==> src/rtl/rf_wr_arbiter_pkg.sv <==
// Shared register-file write definitions: widths, arbiter FSM states and the LP queue entry.
// Imported by the arbiter top level and its LP result FIFO.
package rf_wr_arbiter_pkg;

    localparam int RF_ADDR_W = 5;
    localparam int RF_DATA_W = 32;

    typedef enum logic [1:0] {
        IDLE  = 2'd0,
        PEND  = 2'd1,
        FORCE = 2'd2
    } arb_state_t;

    typedef struct packed {
        logic                 valid;
        logic [RF_ADDR_W-1:0] dst;
        logic [RF_DATA_W-1:0] data;
    } lp_entry_t;

endpackage

==> src/rtl/rf_wr_arbiter_lp_fifo.sv <==
// Long-latency result queue with per-entry WAW kill against the WB destination.
// Latency: push visible at head one cycle later; pop is same-cycle from head.
// Backpressure: full blocks push unless a pop happens in the same cycle.
module lp_fifo
    import rf_wr_arbiter_pkg::*;
#(
    parameter int DEPTH = 4,
    localparam int PTR_W = $clog2(DEPTH),
    localparam int CNT_W = PTR_W + 1
) (
    input  logic                 clk,
    input  logic                 resetn,
    input  logic                 flush,
    input  logic                 push,
    input  lp_entry_t            push_entry,
    input  logic                 pop,
    input  logic                 kill_vld,
    input  logic [RF_ADDR_W-1:0] kill_dst,
    output lp_entry_t            head,
    output logic                 full,
    output logic                 empty,
    output logic [CNT_W-1:0]     count
);

    lp_entry_t        mem_q [DEPTH];
    logic [PTR_W-1:0] rd_ptr_q;
    logic [PTR_W-1:0] wr_ptr_q;
    logic [CNT_W-1:0] count_q;
    logic             push_ok;
    logic             pop_ok;

    assign full    = (count_q == CNT_W'(DEPTH));
    assign empty   = (count_q == '0);
    assign count   = count_q;
    assign head    = mem_q[rd_ptr_q];
    assign pop_ok  = pop && !empty;
    assign push_ok = push && (!full || pop_ok);

    always_ff @(posedge clk or negedge resetn) begin
        if (!resetn) begin
            rd_ptr_q <= '0;
            wr_ptr_q <= '0;
            count_q  <= '0;
            for (int i = 0; i < DEPTH; i++) begin
                mem_q[i] <= '0;
            end
        end else if (flush) begin
            rd_ptr_q <= '0;
            wr_ptr_q <= '0;
            count_q  <= '0;
        end else begin
            // Kill is applied before the push so a same-cycle enqueue stays valid.
            if (kill_vld) begin
                for (int i = 0; i < DEPTH; i++) begin
                    if (mem_q[i].dst == kill_dst) begin
                        mem_q[i].valid <= 1'b0;
                    end
                end
            end
            if (push_ok) begin
                mem_q[wr_ptr_q] <= push_entry;
                wr_ptr_q        <= wr_ptr_q + 1'b1;
            end
            if (pop_ok) begin
                rd_ptr_q <= rd_ptr_q + 1'b1;
            end
            count_q <= count_q + CNT_W'(push_ok) - CNT_W'(pop_ok);
        end
    end

endmodule

==> src/rtl/rf_wr_arbiter.sv <==
// Register-file write-port arbiter between WB and a long-latency producer, with starvation-forced WB freeze.
// Latency: write mux is combinational; LP results write no earlier than the cycle after enqueue.
// Backpressure: lp_ready drops when the LP FIFO is full and not popping. Optional counters: RF_ARB_PERF_EN.
module rf_wr_arbiter
    import rf_wr_arbiter_pkg::*;
#(
    parameter int DEPTH    = 4,
    parameter int MAX_WAIT = 8
) (
    input  logic                 clk,
    input  logic                 resetn,
    input  logic                 flush,
    input  logic                 wb_we,
    input  logic [RF_ADDR_W-1:0] wb_dst,
    input  logic [RF_DATA_W-1:0] wb_data,
    input  logic                 lp_valid,
    input  logic [RF_ADDR_W-1:0] lp_dst,
    input  logic [RF_DATA_W-1:0] lp_data,
    output logic                 lp_ready,
    output logic                 wb_stall_req,
    output logic                 rf_we,
    output logic [RF_ADDR_W-1:0] rf_waddr,
    output logic [RF_DATA_W-1:0] rf_wdata,
    output logic                 lp_pending
`ifdef RF_ARB_PERF_EN
    ,
    output logic [31:0]          perf_force_cnt,
    output logic [31:0]          perf_block_cnt
`endif
);

    localparam int CNT_W = $clog2(DEPTH) + 1;

    arb_state_t       state_q, state_d;
    logic [7:0]       wait_q, wait_d;
    logic             lp_pending_q;
    lp_entry_t        head;
    lp_entry_t        push_entry;
    logic             full, empty;
    logic [CNT_W-1:0] count, count_next;
    logic             wb_wr, force_st, lp_sel, wb_grant, head_blocked;
    logic             push, pop, lp_write;

    assign wb_wr        = wb_we && (wb_dst != '0);
    assign force_st     = (state_q == FORCE);
    // The LP head wins when WB is idle or frozen; a flush cycle never retires LP entries.
    assign lp_sel       = !flush && !empty && (force_st || !wb_wr);
    assign wb_grant     = wb_wr && !lp_sel;
    assign head_blocked = !flush && !empty && wb_grant;
    assign pop          = lp_sel;
    assign lp_write     = lp_sel && head.valid;

    assign lp_ready     = !full || pop;
    assign push         = lp_valid && lp_ready && (lp_dst != '0) && !flush;
    assign count_next   = flush ? '0 : (count + CNT_W'(push) - CNT_W'(pop));

    always_comb begin
        push_entry       = '0;
        push_entry.valid = 1'b1;
        push_entry.dst   = lp_dst;
        push_entry.data  = lp_data;
    end

    lp_fifo #(.DEPTH(DEPTH)) u_lp_fifo (
        .clk        (clk),
        .resetn     (resetn),
        .flush      (flush),
        .push       (push),
        .push_entry (push_entry),
        .pop        (pop),
        .kill_vld   (wb_grant),
        .kill_dst   (wb_dst),
        .head       (head),
        .full       (full),
        .empty      (empty),
        .count      (count)
    );

    // Reset gating keeps the port quiet while resetn is low even if WB still requests.
    assign rf_we        = resetn && (wb_grant || lp_write);
    assign wb_stall_req = resetn && force_st && !flush;
    assign lp_pending   = lp_pending_q;

    always_comb begin
        rf_waddr = '0;
        rf_wdata = '0;
        if (rf_we) begin
            rf_waddr = wb_grant ? wb_dst  : head.dst;
            rf_wdata = wb_grant ? wb_data : head.data;
        end
    end

    always_comb begin
        state_d = state_q;
        wait_d  = wait_q;
        if (flush) begin
            state_d = IDLE;
            wait_d  = '0;
        end else begin
            case (state_q)
                IDLE: begin
                    wait_d = '0;
                    if (push) begin
                        state_d = PEND;
                    end
                end
                PEND: begin
                    if (count_next == '0) begin
                        state_d = IDLE;
                        wait_d  = '0;
                    end else if (head_blocked) begin
                        if (wait_q == 8'(MAX_WAIT - 1)) begin
                            state_d = FORCE;
                            wait_d  = '0;
                        end else begin
                            wait_d = wait_q + 8'd1;
                        end
                    end else if (pop) begin
                        wait_d = '0;
                    end
                end
                FORCE: begin
                    state_d = (count_next != '0) ? PEND : IDLE;
                    wait_d  = '0;
                end
                default: begin
                    state_d = IDLE;
                    wait_d  = '0;
                end
            endcase
        end
    end

    always_ff @(posedge clk or negedge resetn) begin
        if (!resetn) begin
            state_q      <= IDLE;
            wait_q       <= '0;
            lp_pending_q <= 1'b0;
        end else begin
            state_q      <= state_d;
            wait_q       <= wait_d;
            lp_pending_q <= (count_next != '0);
        end
    end

`ifdef RF_ARB_PERF_EN
    logic [31:0] perf_force_q, perf_block_q;

    always_ff @(posedge clk or negedge resetn) begin
        if (!resetn) begin
            perf_force_q <= '0;
            perf_block_q <= '0;
        end else begin
            if (force_st && (perf_force_q != '1)) begin
                perf_force_q <= perf_force_q + 32'd1;
            end
            if (head_blocked && (perf_block_q != '1)) begin
                perf_block_q <= perf_block_q + 32'd1;
            end
        end
    end

    assign perf_force_cnt = perf_force_q;
    assign perf_block_cnt = perf_block_q;
`endif

endmodule

==> config.mk <==
export PLATFORM = sky130hd
export DESIGN_NAME = rf_wr_arbiter
export DESIGN_NICKNAME = d
export VERILOG_FILES = /design/src/rtl/rf_wr_arbiter_pkg.sv /design/src/rtl/rf_wr_arbiter_lp_fifo.sv /design/src/rtl/rf_wr_arbiter.sv
export SDC_FILE = /design/constraint.sdc
export NUM_CORES = 1
export LEC_CHECK = 0
export BUFFER_PORTS_ARGS = -buffer_cell sky130_fd_sc_hd__buf_2
export CORE_ASPECT_RATIO = 0.7
export CORE_MARGIN = 3
export CORE_UTILIZATION = 30
export DETAILED_ROUTE_END_ITERATION = 7
export HOLD_SLACK_MARGIN = 0.05
export SKIP_LAST_GASP = 1
export SLEW_MARGIN = 30
export SYNTH_ARGS = -nofsm -noshare
export SYNTH_HDL_FRONTEND = slang
export SYNTH_SLANG_ARGS = --single-unit
export TNS_END_PERCENT = 1
==> constraint.sdc <==
create_clock -name clk -period 7.1 [get_ports clk]
set_input_delay 1.42 -clock clk [delete_from_list [all_inputs] [get_ports clk]]
set_output_delay 1.42 -clock clk [all_outputs]
set_load 0.01 [all_outputs]
* After elaboration in Yosys (flattened, before gate mapping)
Cells that the tools add are included.
** Word-level totals
- Input port bits :: 79
- Flip-flop bits (word level) :: 170
** Operators by class
- $lt $le $gt $ge :: 3
- Add/sub/neg operators :: 7
- Equality and inequality tests :: 12
- Reduce and logical (&&, ||, !) cells :: 34
- Bitwise operators :: 3
- Multiplexer cells :: 42
** Operator list (number)
- $bwmux W152 :: 1
- $mux W152 :: 1
- $mux W38 :: 3
- $bmux W38 S2 :: 1
- $demux W38 S2 :: 1
- $mux W32 :: 2
- $mux W8 :: 6
- $eq A5 B5 Y1 :: 4
- $mux W2 :: 9
- $logic_and A1 B1 Y1 :: 15
- $mux W1 :: 13
- $mux W5 :: 2
- $reduce_bool A5 Y1 :: 2
- $add A8 B1 Y8 const B :: 1
- $eq A8 B3 Y1 const B :: 1
- $ne A4 B4 Y1 const B :: 2
- $add A3 B1 Y3 :: 2
- $ge A3 B3 Y1 const B :: 2
- $logic_not A3 Y1 :: 2
- $mux W3 :: 2
- $not A2 Y3 :: 2
- $pmux W2 S3 :: 1
- $sub A3 B1 Y3 :: 2
- $logic_not A1 Y1 :: 5
- other kinds (14) :: 19

* Logic depth before layout (Yosys ltp)
Gate-level depths: netlist of run 1.
- Word-level depth :: 16
- Depth in mapped cells :: 16
- Gate-level depth less buffers :: 13

* By module
From an unflattened synthesis of run 1, not the netlist that was laid out.
** Unflattened totals
- Cells, all modules :: 666
- Area, all modules :: 8725.9 µm²
** Modules (own cells, without submodules)
- lp_fifo :: times used 1, area each 7337.0 µm², seq. area each 3978.8 µm², cells an instance 447
- rf_wr_arbiter :: times used 1, area each 1388.8 µm², seq. area each 275.3 µm², cells an instance 219

* Worst setup path after synthesis of run 1
No wires, ideal clock.
- Path kind :: in2reg
- From :: input wb_dst[2]
- To :: register wait_q[5]
- Cell stages on the path :: 16
- Arrival time :: 4.805 ns
- Buffers on the path :: 3
- Data required time :: 7.036 ns
- Slack :: 2.231 ns
- Cell sequence :: buf_2 or4_4 o211a_1 buf_6 nor3_1 ha_1 inv_1 ha_1 inv_1 fa_1 xor3_1 o21ai_1 or4_1 clkbuf_1 nor4_1 a21o_1
** Between the ends
- Longest elaborated chain between the ends :: 16
** Ends and longest elaborated chain
- from (decl) :: RTL line rf_wr_arbiter.sv:14 : input logic [RF_ADDR_W-1:0] wb_dst,
- $reduce_bool A5 Y1 * :: RTL line rf_wr_arbiter.sv:44 : assign wb_wr = wb_we && (wb_dst != '0);
- $logic_and A1 B1 Y1 * :: RTL line rf_wr_arbiter.sv:44
- $logic_not A1 Y1 :: RTL line rf_wr_arbiter.sv:47 : assign lp_sel = !flush && !empty && (force_st || !wb_wr);
- $logic_or A1 B1 Y1 :: RTL line rf_wr_arbiter.sv:47
- $logic_and A1 B1 Y1 :: RTL line rf_wr_arbiter.sv:47
- $logic_or A1 B1 Y1 :: RTL line rf_wr_arbiter.sv:53 : assign lp_ready = !full || pop;
- $logic_and A1 B1 Y1 (3 in a row) :: RTL line rf_wr_arbiter.sv:54 : assign push = lp_valid && lp_ready && (lp_dst != '0) && !flush;
- $add A3 B1 Y3 :: RTL line rf_wr_arbiter.sv:55 : assign count_next = flush ? '0 : (count + CNT_W'(push) - CNT_W'(pop));
- $sub A3 B1 Y3 :: RTL line rf_wr_arbiter.sv:55
- $mux W3 :: RTL line rf_wr_arbiter.sv:55
- $logic_not A3 Y1 :: RTL line rf_wr_arbiter.sv:108 : if (count_next == '0) begin
- $mux W8 :: RTL line rf_wr_arbiter.sv:108
- $mux W8 :: RTL line rf_wr_arbiter.sv:100 : case (state_q)
- $mux W8 :: RTL line rf_wr_arbiter.sv:96 : if (flush) begin
- to (signal assigned) :: RTL line rf_wr_arbiter.sv:141 : wait_q <= wait_d;
- to (decl) :: RTL line rf_wr_arbiter.sv:35 : logic [7:0] wait_q, wait_d;
Mark *: on every way between the ends. The rest lies on a longest branch, timed or not.
A chain may end at the register's enable or synchronous reset.

* Worst setup path in the final report of run 1
- From :: input wb_dst[1]
- To :: output rf_waddr[1]
** Between the ends
- Longest elaborated chain between the ends :: 10
** Ends and longest elaborated chain
- $reduce_bool A5 Y1 :: RTL line rf_wr_arbiter.sv:44
- $logic_and A1 B1 Y1 :: RTL line rf_wr_arbiter.sv:44
- $logic_not A1 Y1 :: RTL line rf_wr_arbiter.sv:47
- $logic_or A1 B1 Y1 :: RTL line rf_wr_arbiter.sv:47
- $logic_and A1 B1 Y1 :: RTL line rf_wr_arbiter.sv:47
- $logic_not A1 Y1 :: RTL line rf_wr_arbiter.sv:48 : assign wb_grant = wb_wr && !lp_sel;
- $logic_and A1 B1 Y1 :: RTL line rf_wr_arbiter.sv:48
- $logic_or A1 B1 Y1 :: RTL line rf_wr_arbiter.sv:80 : assign rf_we = resetn && (wb_grant || lp_write);
- $logic_and A1 B1 Y1 :: RTL line rf_wr_arbiter.sv:80
- $mux W5 * :: RTL line rf_wr_arbiter.sv:87 : if (rf_we) begin
- to (decl) :: RTL line rf_wr_arbiter.sv:22 : output logic [RF_ADDR_W-1:0] rf_waddr,
Marked as above.

==> flow_metrics.py, run 1 <==
metrics = {
    "outcome": {
        "outcome": "completed",
    },
    "sta": {
        "timing.final.hold_violations": 0,
        "setup_tns_ps": 0,
        "drv_slew": 0,
        "skew_ps": 7.69,
        "slew_headroom_pct": 40.2,
        "timing.final.crit_share_pct": 77.9,
        "fmax_ghz": 0.181,
        "setup_viol": 0,
        "tightestPinTransition_ps": 894,
        "whs_ps": 480,
        "fin_crit_ps": 5530,
        "rsz0062_at_grt": "false",
    },
    "floorplanning": {
        "floorplan.die_area_sq_mm": 0.0320,
        "rows": 52,
        "die_w_um": 213,
        "core-area_sq_mm": 0.0291,
        "die_h_um": 151,
        "io_pins": 120,
        "initial_core_util_pct": 30.7,
    },
    "layout": {
        "antenna_cells": 0,
        "layout_common_cells": "dfrtp_1 (168), buf_2 (118), nand2_1 (81)",
        "fin_util_pct": 35.3,
        "register_area_sq_mm": 0.00426,
        "multiInputGateArea_sq_mm": 0.00428,
        "drive_gt1_share_pct": 45.7,
        "n_fill_cell": 2857,
        "syn_to_final_growth_pct": 14.7,
        "layout.nets": 850,
        "final_common_cell": "dfrtp_1",
    },
    "detailed_routing": {
        "vias_per_cell": 4.77,
        "drc": 0,
        "wl_mm": 21.2,
        "first_pass_iters": 4,
        "ant_nets": 0,
        "vias": 5475,
        "wl_per_cell_um": 18.5,
        "drt_iter0_markers": 299,
    },
    "power": {
        "power.density_mw_per_mm2": 362,
        "total_power_mw": 3.72,
        "vdd_ir_drop_max_v": 0.000142,
        "p_leak_nw": 4.68,
    },
    "synthesis": {
        "ys_types": 44,
        "yosysTopAreaCell": "dfrtp_1",
        "syn-num-nets": 749,
        "ys_seq_elements": 170,
        "synth_top_cells_by_area": "dfrtp_1 (47%), mux2_4 (13%), mux4_2 (9.5%)",
        "synth_cells": 659,
        "avgSynthCellArea_sq_um": 13.6,
        "yosysWarnings": 0,
        "yosys.area.top_type_share_pct": 47.5,
        "ys_seq_area_share_pct": 47.5,
        "synth.cell_area_sq_mm": 0.00896,
    },
    "place": {
        "dpl.hpwl_mm": 13.6,
        "gp_congestion": 0.732,
        "io_buffers": 119,
    },
    "grt": {
        "grt_pass1_wl_mm": 33.4,
        "grt_pass1_vias": 5656,
        "antenna_found_initial": 1,
        "grt.total_usage_pct": 13.8,
        "grt_max_degree": 81,
        "grt-ovfl-total": 0,
    },
    "cts": {
        "cts_tree": "built",
        "cts_buffer_depth": 2,
        "cts_setup_buffers": 0,
        "cts_root_buffer": "clkbuf_16",
        "cts_resized": 0,
        "numCtsBuffers": 17,
        "clkSinkCount": 170,
        "clk_pin_slew_ps": 60,
        "hold_buffers": 0,
        "ctsHtreeMaxLevel": 4,
        "clock_latency_ps": 450,
    },
    "worst_setup_path": {
        "cp_max_fo": 15,
        "worstPathRequired_ps": 5680,
        "endpoint_kind": "primary output",
        "worstSetupStartpointType": "input port",
        "crit_type": "input port to primary output",
        "cp.arrival_ps": 4110,
    },
    "worst_hold_path": {
        "hp-class": "register to register",
    },
    "flow_run": {
        "maxCapViolCount": 0,
    },
}
final timing paths:
kind / cells past startpoint / startpoint / slack (ps) / to
worst max-delay path: 8 / wb_dst[1] / 1570 / rf_waddr[1]
max in group asynchronous: 2 / resetn / 5120 / u_lp_fifo.rd_ptr_q[0]$_DFFE_PN0P_
worst min register to register: 1 / u_lp_fifo.mem_q[37]$_DFFE_PN0N_ / 480 / u_lp_fifo.mem_q[37]$_DFFE_PN0N_
worst min-delay path: 1 / u_lp_fifo.mem_q[37]$_DFFE_PN0N_ / 480 / u_lp_fifo.mem_q[37]$_DFFE_PN0N_
min in group asynchronous: 1 / resetn / 840 / asynchronous set/reset pin
worst max register to register: 13 / state_q[0]$_DFFE_PN0P_ / 3460 / wait_q[5]$_DFFE_PN0P_
power breakdown:
part | internal (mW) | leakage, nW | switching (mW)
Combinational | 0.755 | 2.26 | 0.467
Clock | 0.518 | 0.271 | 0.391
Sequential | 1.36 | 2.15 | 0.232
Total | 2.63 | 4.68 | 1.09
cells by family (layout without fill, tap and decap cells):
| family | Yosys count | after routing | synth area share, % |
|---|---|---|---|
| AOI/OAI and AO/OA | 67 | 67 | 4.34 |
| xor gates and xnor gates | 27 | 27 | 2.81 |
| adders and majority gates | 11 | 11 | 1.70 |
| buffers and inverters | 57 | 168 | 4.98 |
| DFF | 170 | 170 | 47.5 |
| muxes | 187 | 187 | 31.4 |
| and+or+nand+nor | 140 | 140 | 7.26 |
synthesized netlist by cell type:
cell,number
dfrtp_1,170
nand2_1,81
mux2_4,76
mux2_2,72
a21oi_1,41
mux4_2,38
xor2_1,23
clkbuf_1,19
buf_12,12
nor2_1,12
nor3_1,12
inv_1,11
o21ai_0,10
ha_1,9
nand3_1,9
a21o_1,7
buf_2,6
and2_4,4
buf_4,4
nor3b_1,4
and3_1,3
buf_1,3
xnor2_1,3
a211o_1,2
buf_6,2
fa_1,2
nand2b_1,2
nor2b_1,2
nor4_1,2
o22ai_1,2
or3_1,2
or4_1,2
a211oi_1,1
a211oi_4,1
and2_1,1
mux2i_1,1
nand4bb_1,1
nor4b_1,1
o211a_1,1
o21ai_1,1
o41ai_1,1
or4_4,1
or4b_2,1
xor3_1,1
layout make-up:
class | instances | share of cell area, %
sequential | 170 | 41.4
inverter | 11 | 0.402
multi-input combinational | 432 | 41.7
timing repair buffer | 128 | 6.55
clock buffer | 20 | 4.35
tap | 378 | 4.60
clock inverter | 9 | 0.986
stage by stage:
step                      std cells  setup slack [ps]  cell area, sq um
final                          1148              1570             10300
after global routing           1148              1420             10300
after CTS                      1148              1570             10300
after detailed placement       1119              1580              9730
after global placement         1119              1670              9720
after floorplan                 659              2230              8960
worst max-delay path, cell delays in order:
cell     delay [ps]
buf_2           160
or4_4           580
o21ai_0         530
a21o_1          670
buf_4           320
nand2_1          80
a21oi_1         170
buf_2           160
metal layers:
metal	part of all wire (%)	GRT usage [%]	routed length, um	up-vias
li1	-	-	-	2551
met1	51	20.3	10800	2780
met2	43	20.3	9120	122
met3	5.1	3.46	1080	20
met4	1.1	3.82	244	2
met5	0.042	0	9	-
Note: power is estimated with default switching activity, not from simulation.
==> inputs of run 2 (changes only) <==
Clock period 7.1 ns to 5.2 ns, I/O delays scaled along.
==> flow_metrics.py, run 2 (synthesis results as in run 1) <==
metrics = {
    "outcome": {
        "outcome": "completed",
    },
    "sta": {
        "timing.final.crit_share_pct": 82.5,
        "rsz0062_at_grt": "false",
        "setup_viol": 0,
        "timing.final.hold_violations": 0,
        "fin_crit_ps": 4290,
        "tightestPinTransition_ps": 815,
        "fmax_ghz": 0.233,
        "slew_headroom_pct": 45.7,
        "drv_slew": 0,
        "setup_tns_ps": 0,
        "skew_ps": 8.70,
    },
    "cts": {
        "clk_pin_slew_ps": 70,
        "cts_tree": "built",
        "cts_resized": 0,
        "numCtsBuffers": 17,
        "hold_buffers": 0,
        "clkSinkCount": 170,
        "clock_latency_ps": 420,
        "cts_root_buffer": "clkbuf_16",
        "cts_buffer_depth": 2,
        "cts_setup_buffers": 0,
        "ctsHtreeMaxLevel": 4,
    },
    "worst_setup_path": {
        "endpoint_kind": "register",
        "crit_end": "wait_q[5]$_DFFE_PN0P_",
        "rr_startpoint": "state_q[0]$_DFFE_PN0P_",
        "startpoint": "wb_dst[1]",
        "path_cells": "buf_2, or4_4, o211a_1, nor3_1, ha_1, inv_1, ha_1, inv_1, fa_1, xor3_1, o21ai_1, or4_1, nor4_1, a21o_1",
        "ff2ff_path_depth": 13,
        "r2r_setup_slack_ps": 1770,
        "crit_type": "input port to register",
        "worstPathRequired_ps": 5560,
        "worstSetupStartpointType": "input port",
        "r2r-end": "wait_q[5]$_DFFE_PN0P_",
        "critical-path-slowest-cell": "or4_1",
        "cp_max_fo": 10,
        "cpPeakStageDelay_ps": 650,
        "cp.arrival_ps": 4650,
    },
    "floorplanning": {
        "floorplan.die_area_sq_mm": 0.0320,
        "die_h_um": 151,
        "io_pins": 120,
        "initial_core_util_pct": 30.7,
        "rows": 52,
        "die_w_um": 213,
        "core-area_sq_mm": 0.0291,
    },
    "detailed_routing": {
        "vias_per_cell": 4.78,
        "first_pass_iters": 4,
        "ant_nets": 0,
        "wl_mm": 21.0,
        "vias": 5517,
        "drc": 0,
        "wl_per_cell_um": 18.2,
        "drt_iter0_markers": 332,
    },
    "place": {
        "io_buffers": 119,
        "gp_congestion": 0.764,
        "dpl.hpwl_mm": 13.6,
        "dp_cells": 1122,
    },
    "grt": {
        "grt.total_usage_pct": 13.6,
        "grt_pass1_wl_mm": 33.4,
        "antenna_found_initial": 2,
        "grt-ovfl-total": 0,
        "grt_pass1_vias": 5771,
        "grt_max_degree": 64,
    },
    "layout": {
        "final_common_cell": "dfrtp_1",
        "syn_to_final_growth_pct": 15.5,
        "layout_common_cells": "dfrtp_1 (168), buf_2 (118), nand2_1 (81)",
        "antenna_cells": 0,
        "drive_gt1_share_pct": 46.3,
        "fin_cells": 1154,
        "layout.nets": 853,
    },
    "power": {
        "p_leak_nw": 4.71,
        "power.density_mw_per_mm2": 495,
        "vdd_ir_drop_max_v": 0.000227,
    },
    "flow_run": {
        "maxCapViolCount": 0,
    },
    "worst_hold_path": {
        "hp-class": "register to register",
    },
}
==> run 2: cell count changes in the layout (fill, tap and decap cells not counted), sizes merged <==
| cell | previous run | this run |
|---|---|---|
| buf | 128 | 131 |
| clkinv | 6 | 2 |
| clkinvlp | 1 | 4 |
| inv | 11 | 15 |
==> run 2: worst min-delay path by stage <==
| stage | start | to | depth (start not counted) |
|---|---|---|---|
| after floorplan | u_lp_fifo.mem_q[113]$_DFFE_PN0N_ | u_lp_fifo.mem_q[113]$_DFFE_PN0N_ | 1 |
| after global placement | u_lp_fifo.mem_q[37]$_DFFE_PN0N_ | u_lp_fifo.mem_q[37]$_DFFE_PN0N_ | 1 |
| after detailed placement | u_lp_fifo.mem_q[75]$_DFFE_PN0N_ | u_lp_fifo.mem_q[75]$_DFFE_PN0N_ | 1 |
| after CTS | u_lp_fifo.mem_q[113]$_DFFE_PN0N_ | u_lp_fifo.mem_q[113]$_DFFE_PN0N_ | 1 |
| after global routing | u_lp_fifo.mem_q[75]$_DFFE_PN0N_ | u_lp_fifo.mem_q[75]$_DFFE_PN0N_ | 1 |
| final | u_lp_fifo.mem_q[113]$_DFFE_PN0N_ | u_lp_fifo.mem_q[113]$_DFFE_PN0N_ | 1 |
==> run 2: critical path: cells and delay by family <==
family	cells	cell delay, ps
compound gates	3	540
xor+xnor	1	230
fa+ha+maj	3	800
buf+inv	3	290
simple gates	4	1760
==> run 2: through the flow <==
stage / hold slack [ps] / cell area [sq um] / total power, mW / util (%) / worst slack (ps)
2_1_floorplan: 444 / 8960 / 3.44 / - / 711
3_3_place_gp: 459 / 9760 / 3.82 / 33.5 / 549
3_5_place_dp: 468 / 9760 / 3.86 / 33.5 / 484
4_1_cts: 489 / 10400 / 5.19 / 35.5 / 854
5_1_grt: 505 / 10400 / 5.45 / 35.5 / 705
6_report: 486 / 10400 / 5.12 / 35.5 / 909
==> run 2: per-layer routing <==
metal | global-route usage, % | routed length [um] | part of all wire (%) | vias to the layer above
li1 | - | - | - | 2548
met1 | 19.7 | 10600 | 51 | 2824
met3 | 3.62 | 1110 | 5.3 | 17
met5 | 0 | 21 | 0.10 | -
met2 | 20.4 | 9070 | 43 | 124
met4 | 2.99 | 168 | 0.80 | 4
==> run 2: final cells by class <==
class	count	area [sq um]
Fill cell	2852	18800
Clock buffer	20	457
Clock inverter	12	138
Multi-Input combinational cell	432	4280
Timing Repair Buffer	131	704
Inverter	11	41.3
Tap cell	378	473
Sequential cell	170	4260
==> run 2: where the power goes <==
group / internal (mW) / switching (mW) / total [mW]
combinational: 1.04 / 0.594 / 1.63
clock: 0.740 / 0.549 / 1.29
sequential: 1.85 / 0.352 / 2.20
total: 3.63 / 1.49 / 5.12
==> inputs of run 3 (changes only) <==
Settings changed: ABC_AREA set to 1.
Clock period 5.2 ns to 4.5 ns, I/O delays scaled along.
==> flow_metrics.py, run 3 <==
metrics = {
    "power": {
        "p_leak_nw": 5.65,
        "vdd_ir_drop_max_v": 0.000219,
        "total_power_mw": 7.01,
        "clockPowerShare_pct": 23.2,
        "power.density_mw_per_mm2": 635,
        "switching_share_pct": 41.1,
        "p_switching_mw": 2.88,
        "pwr-share-comb_pct": 39.7,
        "p_int_mw": 4.13,
        "seq_power_share_pct": 37.1,
    },
    "floorplanning": {
        "core-area_sq_mm": 0.0314,
        "die_h_um": 156,
        "initial_core_util_pct": 30.6,
        "floorplan.die_area_sq_mm": 0.0342,
        "rows": 54,
        "die_w_um": 220,
        "io_pins": 120,
    },
    "sta": {
        "tightestPinTransition_ps": 912,
        "drv_slew": 0,
        "rsz0062_at_grt": "false",
        "timing.final.hold_violations": 0,
        "slew_headroom_pct": 39.2,
        "setup_viol": 0,
        "setup_tns_ps": 0,
        "skew_ps": 10.9,
        "timing.final.crit_share_pct": 89.3,
        "fmax_ghz": 0.249,
        "fin_crit_ps": 4020,
    },
    "outcome": {
        "outcome": "completed",
    },
    "cts": {
        "numCtsBuffers": 17,
        "cts_resized": 0,
        "cts_setup_buffers": 0,
        "clkSinkCount": 170,
        "cts_tree": "built",
        "hold_buffers": 0,
        "ctsHtreeMaxLevel": 4,
        "cts_root_buffer": "clkbuf_16",
        "cts_buffer_depth": 2,
        "clock_latency_ps": 440,
        "clk_pin_slew_ps": 60,
    },
    "grt": {
        "grt-ovfl-total": 0,
        "grt_max_degree": 84,
        "antenna_found_initial": 0,
        "grt.total_usage_pct": 17.8,
        "grt_pass1_vias": 8670,
        "grt_pass1_wl_mm": 48.3,
    },
    "worst_hold_path": {
        "hold_end": "u_lp_fifo.mem_q[75]$_DFFE_PN0N_",
        "whs_path_depth": 2,
        "hp-class": "register to register",
        "hp-start": "u_lp_fifo.mem_q[75]$_DFFE_PN0N_",
    },
    "layout": {
        "drive_gt1_share_pct": 14.0,
        "final_common_cell": "nand2_1",
        "antenna_cells": 0,
        "layout.nets": 1467,
        "syn_to_final_growth_pct": 14.9,
        "fin_area_sq_mm": 0.0110,
        "n_fill_cell": 3346,
        "layout_common_cells": "nand2_1 (477), dfrtp_1 (168), nor2_1 (156), nand4_1 (156), buf_2 (118)",
        "fin_cells": 1810,
    },
    "synthesis": {
        "ys.flop_type": "dfrtp_1",
        "yosysTopAreaCell": "dfrtp_1",
        "syn-num-nets": 1409,
        "synth_edf_count": 0,
        "yosys.area.top_type_share_pct": 44.3,
        "synth_most_common_cell": "nand2_1",
        "ys_seq_area_share_pct": 44.3,
        "avgSynthCellArea_sq_um": 7.27,
        "async_flop_share_pct": 100,
        "ys_seq_elements": 170,
        "synth.cell_area_sq_mm": 0.00959,
        "yosysWarnings": 0,
        "synth_top_cells_by_area": "dfrtp_1 (44%), nand2_1 (19%), nand4_1 (10%)",
        "synthTopCellsByCount": "nand2_1 (478), dfrtp_1 (170), nand4_1 (156), nor2_1 (156)",
        "ys_types": 36,
        "synth_cells": 1319,
    },
    "worst_setup_path": {
        "path_cells": "nor3_4, nor2_2, nand2_4, nand3_4, buf_4, o21ai_0, nor2_1, buf_2",
        "crit_type": "register to primary output",
        "ff2ff_path_depth": 18,
        "worstSetupStartpointType": "register",
        "cp_max_fo": 33,
        "r2r_setup_slack_ps": 960,
        "cpPeakStageDelay_ps": 490,
        "crit_family": "simple AND/OR/NAND/NOR gates",
        "worstPathRequired_ps": 3600,
        "cp.arrival_ps": 3120,
        "path_buf_inv": 2,
        "rr_startpoint": "u_lp_fifo.count[1]$_DFF_PN0_",
        "critical-path-slowest-cell": "dfrtp_1",
        "endpoint_kind": "primary output",
        "r2r-end": "state_q[0]$_DFFE_PN0P_",
    },
    "flow_run": {
        "maxCapViolCount": 0,
    },
    "detailed_routing": {
        "first_pass_iters": 5,
        "wl_per_cell_um": 16.8,
        "wl_mm": 30.3,
        "vias": 9229,
        "drc": 0,
        "vias_per_cell": 5.10,
        "ant_nets": 0,
        "drt_iter0_markers": 954,
    },
    "place": {
        "dpl.hpwl_mm": 18.1,
        "io_buffers": 119,
        "gp_congestion": 0.837,
        "dp_cells": 1778,
        "placed_cell_area_sq_mm": 0.0104,
    },
}
-- run 3: cell types whose count changed after synthesis, moves of 20 or more --
cell	before	now
inv_1	11	49
mux4_2	38	0
nand2_1	81	478
o21ai_0	10	56
nand4_1	0	156
nand3_1	9	57
clkbuf_1	19	57
buf_4	4	24
mux2_2	72	0
mux2_4	76	0
o21ai_1	1	30
a21oi_1	41	10
nor2_1	12	156
-- run 3: cells by family (layout without fill, tap and decap cells) --
kind of cell,after synthesis,count (layout),share of synthesized area (%)
AO/OA/AOI/OAI,106,106,5.88
flip-flops,170,170,44.3
XOR/XNOR,8,8,0.730
AND/OR/NAND/NOR,867,867,39.6
buffers and inverters,157,228,7.82
adder cells (fa/ha/maj),11,11,1.59
-- run 3: per-layer routing --
| metal | wire (um) | global-route usage [%] | vias to the layer above |
|---|---|---|---|
| met4 | 350 | 4.44 | 0 |
| met3 | 2320 | 3.33 | 24 |
| li1 | - | - | 4463 |
| met5 | 0 | 0 | - |
| met2 | 13300 | 27.2 | 334 |
| met1 | 14400 | 26.0 | 4408 |
-- run 3: worst max path at each step --
| stage | from | endpoint | slack, ps | cells after the start |
|---|---|---|---|---|
| finish | u_lp_fifo.count[1]$_DFF_PN0_ | rf_waddr[2] | 480 | 8 |
| global route | u_lp_fifo.count[1]$_DFF_PN0_ | rf_waddr[4] | 140 | 8 |
| CTS | u_lp_fifo.count[1]$_DFF_PN0_ | rf_waddr[4] | 380 | 9 |
| detailed placement | wb_dst[1] | rf_waddr[4] | 510 | 11 |
| global placement | wb_dst[1] | rf_waddr[4] | 590 | 10 |
| floorplan | wb_dst[1] | wait_q[0]$_DFFE_PN0P_ | 1260 | 19 |
-- run 3: per-stage QoR --
step	hold WS (ps)	utilization, %	setup WS [ps]
3_5_place_dp	460	33.1	511
5_1_grt	490	35.2	139
6_report	474	35.2	482
2_1_floorplan	441	-	1260
4_1_cts	475	35.2	379
3_3_place_gp	458	33.1	594
-- run 3: final cells by class --
| class | instances | area (sq um) | share of cell area [%] |
|---|---|---|---|
| clock buffer | 21 | 480 | 4.36 |
| clock inverter | 11 | 166 | 1.51 |
| inverter | 51 | 194 | 1.76 |
| multi-input combinational | 992 | 4590 | 41.6 |
| sequential | 170 | 4260 | 38.6 |
| tap | 420 | 526 | 4.77 |
| timing repair buffer | 145 | 813 | 7.37 |
-- run 3: power groups by stage --
stage	Clock (mW)	Combinational (mW)	Sequential, mW
detailed placement	0	2.79	2.60
finish	1.63	2.78	2.60
global route	1.71	3.22	2.68
floorplan	0	2.07	2.49
global placement	0	2.74	2.59
CTS	1.65	2.80	2.59
-- run 3: worst min-delay path, stage by stage (launching register included) --
cell,delay [ps]
dfrtp_1,340
nand2_1,50
nand2_1,50
